`src/rtl/keypad_scan.sv`:
```
// keypad_scan: 4x4 active-low matrix keypad scanner with frame-based debounce
module keypad_scan #(
  parameter int SCAN_DIV  = 50000,
  parameter int DEB_SCANS = 3
) (
  input  logic       clk,
  input  logic       clr,
  input  logic [3:0] col_n,
  output logic [3:0] row_n,
  output logic [3:0] key_code,
  output logic       key_valid,
  output logic       key_held
);
  localparam int DW = $clog2(SCAN_DIV);
  typedef enum logic [1:0] {IDLE, DEBOUNCE, HELD, RELEASE} state_t;
  state_t st;
  logic [DW-1:0] div;
  logic [1:0] row, acc_n, hit_n, tot_n, col;
  logic [3:0] c1, c2, hits, acc_code, tot_code, cand, cnt;
  logic [2:0] sum;
  logic tick, fend, one, none, deb_done;
  always_comb begin
    hits = ~c2;
    hit_n = hits == 4'd0 ? 2'd0 : (hits & (hits - 4'd1)) == 4'd0 ? 2'd1 : 2'd2;
    col = hits[0] ? 2'd0 : hits[1] ? 2'd1 : hits[2] ? 2'd2 : 2'd3;
    sum = {1'b0, acc_n} + {1'b0, hit_n};
    tot_n = sum >= 3'd2 ? 2'd2 : sum[1:0];
    tot_code = acc_n == 2'd0 ? {row, col} : acc_code;
    tick = div == DW'(SCAN_DIV - 1);
    fend = tick && row == 2'd3;
    one = tot_n == 2'd1;
    none = tot_n == 2'd0;
    deb_done = cnt + 4'd1 == 4'(DEB_SCANS);
    row_n = ~(4'b0001 << row);
  end
  // Per-row hit counts saturate at 2 so a frame collapses to NONE / ONE / MULTI.
  always_ff @(posedge clk or negedge clr) begin
    if (!clr) begin
      c1 <= 4'hF;
      c2 <= 4'hF;
      div <= '0;
      row <= 2'd0;
      acc_n <= 2'd0;
      acc_code <= 4'd0;
      cand <= 4'd0;
      cnt <= 4'd0;
      st <= IDLE;
      key_code <= 4'd0;
      key_valid <= 1'b0;
      key_held <= 1'b0;
    end else begin
      c1 <= col_n;
      c2 <= c1;
      key_valid <= 1'b0;
      div <= tick ? '0 : div + DW'(1);
      if (tick) begin
        row <= row + 2'd1;
        acc_n <= fend ? 2'd0 : tot_n;
        acc_code <= fend ? 4'd0 : tot_code;
      end
      if (fend) begin
        case (st)
          IDLE: if (one) begin
            cand <= tot_code;
            cnt <= 4'd1;
            st <= DEBOUNCE;
          end
          DEBOUNCE: if (one && tot_code == cand) begin
            cnt <= cnt + 4'd1;
            if (deb_done) begin
              key_code <= cand;
              key_valid <= 1'b1;
              key_held <= 1'b1;
              st <= HELD;
            end
          end else if (one) begin
            cand <= tot_code;
            cnt <= 4'd1;
          end else st <= IDLE;
          HELD: if (none) begin
            cnt <= 4'd1;
            st <= RELEASE;
          end
          RELEASE: if (none) begin
            cnt <= cnt + 4'd1;
            if (deb_done) begin
              key_held <= 1'b0;
              st <= IDLE;
            end
          end else st <= HELD;
        endcase
      end
    end
  end
endmodule
```
`config.mk`:
```
export PLATFORM = sky130hd
export DESIGN_NAME = keypad_scan
export DESIGN_NICKNAME = d
export VERILOG_FILES = /design/src/rtl/keypad_scan.sv
export SDC_FILE = /design/constraint.sdc
export NUM_CORES = 1
export LEC_CHECK = 0
export ABC_AREA = 1
export CORE_MARGIN = 4
export CORE_UTILIZATION = 31
export CTS_CLUSTER_DIAMETER = 30
export DETAILED_ROUTE_END_ITERATION = 10
export PLACE_DENSITY_LB_ADDON = 0.2
export SYNTH_ARGS = -nofsm -noshare
export SYNTH_HDL_FRONTEND = slang
export SYNTH_SLANG_ARGS = --single-unit
```
`constraint.sdc`:
```
create_clock -name clk -period 2.66 [get_ports clk]
set_input_delay 0.532 -clock clk [delete_from_list [all_inputs] [get_ports clk]]
set_output_delay 0.532 -clock clk [all_outputs]
set_load 0.1 [all_outputs]
```
Yosys cells after proc, flatten, opt, wreduce, memory -nomap -nowiden
Index checks and enable logic that the tools add are counted.
{"block": "totals", "word_cells": 89, "register_bits": 48, "inputBits": 6, "out_inout_bits": 10}
{"block": "op_classes", "magnitude_cmp": 1, "mux": 35, "eq_ne": 18, "add_sub_neg": 5, "n_reduce_logical": 14, "shift": 1, "n_bitwise": 3}
{"operator": "$mux 4", "count": 8}
{"operator": "$mux 2", "count": 13}
{"operator": "$add 16x1->16 const B", "count": 1}
{"operator": "$eq 16x16->1 const B", "count": 1}
{"operator": "$mux 16", "count": 1}
{"operator": "$pmux 4 s4", "count": 1}
{"operator": "$ne 2x2->1 const B", "count": 7}
{"operator": "$reduce_and 6->1", "count": 2}
{"operator": "$mux 1", "count": 9}
{"operator": "$ne 3x3->1 const B", "count": 3}
{"operator": "$logic_not 4->1", "count": 2}
{"operator": "$not 4->4", "count": 2}
{"operator": "$pmux 2 s4", "count": 1}
{"operator": "$pmux 4 s2", "count": 1}
{"operator": "$eq 2x2->1 const B", "count": 3}
{"operator": "$logic_not 2->1", "count": 3}
{"operator": "$reduce_and 3->1", "count": 2}
{"operator": "$add 4x1->4 const B", "count": 1}
{"operator": "$and 4x4->4", "count": 1}
{"operator": "$eq 2x1->1 const B", "count": 2}
{"operator": "$eq 4x2->1 const B", "count": 1}
{"operator": "$eq 4x4->1", "count": 1}
{"operator": "$reduce_and 4->1", "count": 1}
{"operator": "$reduce_bool 2->1", "count": 2}
{"operator": "7 further kinds", "count": 8}

Logic depth before layout (Yosys ltp)
{"block": "logic_depth", "ltp_word": 14, "ltp_mapped": 19}

Worst setup path before layout
Ideal clock, no wire load.
{"block": "synth_path", "kind": "reg2reg", "start": "register c2[0]", "end": "register key_code[0]", "stages_incl_launch_ff": 18, "period_less_slack_ns": 2.836, "required_ns": 2.539, "arrival_ns": 2.714, "path_buffers": 1, "path_slack_ns": -0.176, "path_cell_list": "dfstp_2 > nand2_1 > inv_1 > o21ai_0 > o21a_1 > a31oi_1 > ha_1 > fa_1 > nor2_2 > inv_2 > nor2_4 > inv_2 > nor2_2 > nand3_2 > or2_0 > buf_6 > nand2_2 > o21ai_2"}
{"block": "synth_between", "elab_chain_len": 12, "elab_cells_between_ends": 16, "cone_classes": "2 x add/sub; 1 x order compare; 2 x eq/ne; 5 x mux; 2 x bitwise; 4 x reduce/logical"}
{"item": "start: declaration", "line": "19", "rtl": "logic [3:0] c1, c2, hits, acc_code, tot_code, cand, cnt;"}
{"item": "start signal: assignment", "line": "40", "rtl": "c2 <= 4'hF;"}
{"item": "start signal: assignment", "line": "53", "rtl": "c2 <= c1;"}
{"item": "$not 4->4 (*)", "line": "23", "rtl": "hits = ~c2;"}
{"item": "$sub 4x1->4", "line": "24", "rtl": "hit_n = hits == 4'd0 ? 2'd0 : (hits & (hits - 4'd1)) == 4'd0 ? 2'd1 : 2'd2;"}
{"item": "$and 4x4->4", "line": "24"}
{"item": "$logic_not 4->1", "line": "24"}
{"item": "$mux 2 (2 in series)", "line": "24"}
{"item": "$add 2x2->3", "line": "26", "rtl": "sum = {1'b0, acc_n} + {1'b0, hit_n};"}
{"item": "$ge 3x2->1", "line": "27", "rtl": "tot_n = sum >= 3'd2 ? 2'd2 : sum[1:0];"}
{"item": "$mux 2", "line": "27"}
{"item": "$eq 2x1->1", "line": "31", "rtl": "one = tot_n == 2'd1;"}
{"item": "$logic_and 1x1->1 (*)", "line": "68", "rtl": "DEBOUNCE: if (one && tot_code == cand) begin"}
{"item": "$reduce_and 4->1 (no line) (*)"}
{"item": "end signal: assignment", "line": "71", "rtl": "key_code <= cand;"}
{"item": "end: declaration", "line": "10", "rtl": "output logic [3:0] key_code,"}
Mark *: on every way between the ends. The rest lies on a longest branch, timed or not.
A chain may end at the register's enable or synchronous reset.

Worst setup path after layout
{"block": "layout_path", "start": "register c2[0]", "end": "register key_code[1]"}
The elaborated chain is that of the path after synthesis.

==> impl_metrics.json <==
{
  "status": "finished, violations left",
  "violations": "setup timing",
  "fin_area_um2": 3339,
  "yosysSeqAreaShare": 0.4442,
  "place_hpwl_mm": 4.213,
  "nets": 390,
  "clock_latency_ns": 0.31,
  "placedInstanceArea_um2": 3069,
  "stdcell_count": 481,
  "cp_slowest_stage_delay_ns": 0.56,
  "h-tree-depth": 2,
  "grt_pass1_vias": 2084,
  "dieArea_um2": 10360,
  "dr.pass1.iters": 4,
  "antenna_cells": 0,
  "cp-start-kind": "flip-flop",
  "drive_gt1_frac": 0.3112,
  "die_y_um": 101.8,
  "fmax_mhz": 361.1,
  "grt_max_degree": 49,
  "power_frac_seq": 0.540,
  "port_buffers": 15,
  "cts.sinks": 48,
  "grt_pass1_wl_mm": 9.701,
  "final.setup_skew_ns": 0.009826,
  "overflow": 0,
  "drv_cap": 0,
  "setup_violations": 6,
  "rr_startpoint": "c2[0]",
  "totalWireLength_mm": 5.900,
  "powerDensity_nw_per_um2": 412.4,
  "clock_path_buffers": 2,
  "pin_count": 16,
  "drt_iter0_drc": 77,
  "worst-path-max-fanout": 5,
  "path_class": "flip-flop to flip-flop",
  "track_usage": 0.1193,
  "hold_path_class": "input port to async pin",
  "routedWlPerCell_um": 12.27,
  "rows": 33,
  "synth_async_sr_flop_share": 1.000,
  "hold_viol": 0,
  "syn_to_final_growth_pct": 22.49,
  "critPathLaunch": "c2[0]",
  "combPwrFrac": 0.057,
  "syn_area_um2": 2726,
  "synthDistinctLibCells": 38,
  "syn-num-nets": 351,
  "finalSetupTns_ns": -0.4997,
  "crit_required_ns": 2.86,
  "antenna_left": 0,
  "dpl.cell_count": 467,
  "crit_chain": "nand2_2, inv_2, o21ai_1, o21a_1, a31oi_1, ha_2, fa_1, nor2_2, inv_2, nor2_4, inv_4, nor2_4, nand3_2, or2_4, buf_6, nand2_2, o21ai_2",
  "p_sw_w": 0.0003214,
  "drv_slew": 0,
  "cp.arrival_ns": 2.97,
  "chipWidth_um": 101.8,
  "fin_crit_ns": 2.769,
  "switching_share": 0.2334,
  "cts_tree": "yes",
  "drc": 0,
  "p_int_w": 0.001056,
  "peakVddDrop_uv": 261.2,
  "crit_slowest_cell": "dfstp_2",
  "cp-end-kind": "flip-flop",
  "p_clk_frac": 0.403,
  "initial_core_util": 0.3253,
  "synth_edf_count": 0,
  "syn_area_per_cell_um2": 8.114,
  "core_um2": 8382,
  "synthCells": 336,
  "nFillCells": 845,
  "timing.final.ws_setup_ns": -0.1094,
  "gp_congestion": 0.8974,
  "final_util": 0.3984,
  "fin_crit_sh": 1.041,
  "yosys_warnings": 0,
  "vias": 2211,
  "relSlewSlack": 0.5777,
  "leakage_nw": 1.607,
  "cts_buffers": 5,
  "worstMarginPinSlew_ns": 0.6334,
  "cts_root_buf": "clkbuf_8",
  "antenna_found_initial": 0,
  "synth_ff_type": "dfrtp_1",
  "cts.clk_slew.worst_paths_ns": 0.09,
  "via_per_inst": 4.597,
  "rsz0062_at_grt": "true",
  "synth_seq_cells": 48
}
-- metrics by stage --
stage | worst slack (ns) | power, W | hold slack, ns
final | -0.1094 | 0.001377 | 0.3092
after global routing | -0.3265 | 0.001438 | 0.3611
after CTS | -0.05760 | 0.001397 | 0.3394
after detailed placement | -0.07413 | 0.0008281 | 0.3501
after global placement | -0.05315 | 0.0008275 | 0.3540
after floorplan | -0.1020 | 0.0007874 | 0.2364
-- cell families after synthesis --
kind of cell / count (synthesis) / synth area share
AO/OA/AOI/OAI: 37 / 0.08123
flip-flops: 48 / 0.4442
adder cells (fa/ha/maj): 9 / 0.04406
AND/OR/NAND/NOR: 169 / 0.3079
XOR/XNOR: 8 / 0.02570
buffers and inverters: 65 / 0.09683
-- flip-flops by register name, summed over array words and instances, names as in the netlist --
signal     count
c2             4
key_code       4
div           16
c1             4
acc_n          2
st             2
cnt            4
key_valid      1
row            2
cand           4
key_held       1
acc_code       4
-- worst max-delay path: cells and delay by family (launching register included) --
kind	cells	cell delay [ns]
fa+ha+maj	2	0.62
compound gates	4	0.37
buf+inv	4	0.29
simple gates	7	0.81
flops	1	0.56
-- timing repair --
item	in CTS	in global routing
resized for setup	6	31
buffers inserted	3	4
gates cloned	0	1
hold buffers	0	0
endpoints found under the setup margin	12	16
pin swaps	6	5
-- power groups by stage --
stage               Combinational (W)  Clock [W]  Sequential [W]
finish                      0.0000783   0.000555        0.000744
global route                0.0000875   0.000605        0.000745
detailed placement          0.0000703          0        0.000758
global placement            0.0000697          0        0.000758
floorplan                   0.0000302          0        0.000757
CTS                         0.0000735   0.000579        0.000744
-- synthesized netlist by cell type, types with 2 or more instances --
cell	number	share of area
ha_1	8	0.037
nand3_1	26	0.048
a21oi_1	9	0.017
nor3_1	3	0.0055
nor2_2	8	0.018
nor2_4	4	0.017
or2_2	2	0.0046
o21ai_0	9	0.017
nor2_1	24	0.033
o21ai_1	4	0.0073
inv_2	7	0.0096
inv_1	53	0.073
nand3_2	3	0.011
o21ai_2	4	0.013
buf_6	2	0.0083
dfrtp_1	40	0.37
nand4_1	8	0.018
xor2_1	7	0.022
a21boi_1	2	0.0055
o22ai_1	5	0.011
dfstp_2	8	0.077
nor4_1	2	0.0046
nand2_1	71	0.098
nand2_2	13	0.030
-- layout make-up --
class                   count  area [um2]  area share
repair buffers             37       304.0     0.09105
clock buffers               5       68.82     0.02061
well taps                 105       131.4     0.03934
inverters                  60       230.2     0.06894
flip-flops and latches     48        1211      0.3627
clock inverters             3       46.29     0.01386
multi-input cells         223        1348      0.4035
-- metal layers --
metal	wire, um	track usage	part of all wire	up-vias
met2	2863	0.1942	0.49	32
li1	-	-	-	1144
met1	2778	0.1594	0.47	1030
met4	59	0.03681	0.010	0
met3	199	0.02479	0.034	5
met5	0	0	0	-
-- path summary, 6_finish.rpt --
check | to | slack, ns | cells past startpoint
min in group clk | c2[0] | 0.36 | 0
max in group asynchronous | row[1] | 1.90 | 2
worst max-delay path | key_code[1] | -0.11 | 17
worst min register to register | c2[0] | 0.36 | 0
worst max register to register | key_code[1] | -0.11 | 17
worst min-delay path | cand[2] | 0.31 | 2
-- placed cells by master, fill, tap and decap left out, types with 4 or more instances in the layout --
master,instances
a21oi_1,8
buf_4,27
buf_6,5
clkbuf_8,5
clkdlybuf4s50_1,4
dfrtp_1,40
dfstp_2,8
ha_1,7
inv_1,50
inv_2,8
nand2_1,61
nand2_2,21
nand3_1,25
nand3_2,4
nand4_1,8
nor2_1,21
nor2_2,8
nor2_4,7
o21ai_0,6
o21ai_1,6
o21ai_2,5
o22ai_1,4
xor2_1,7
No activity file was read; power rests on OpenSTA's default activity.
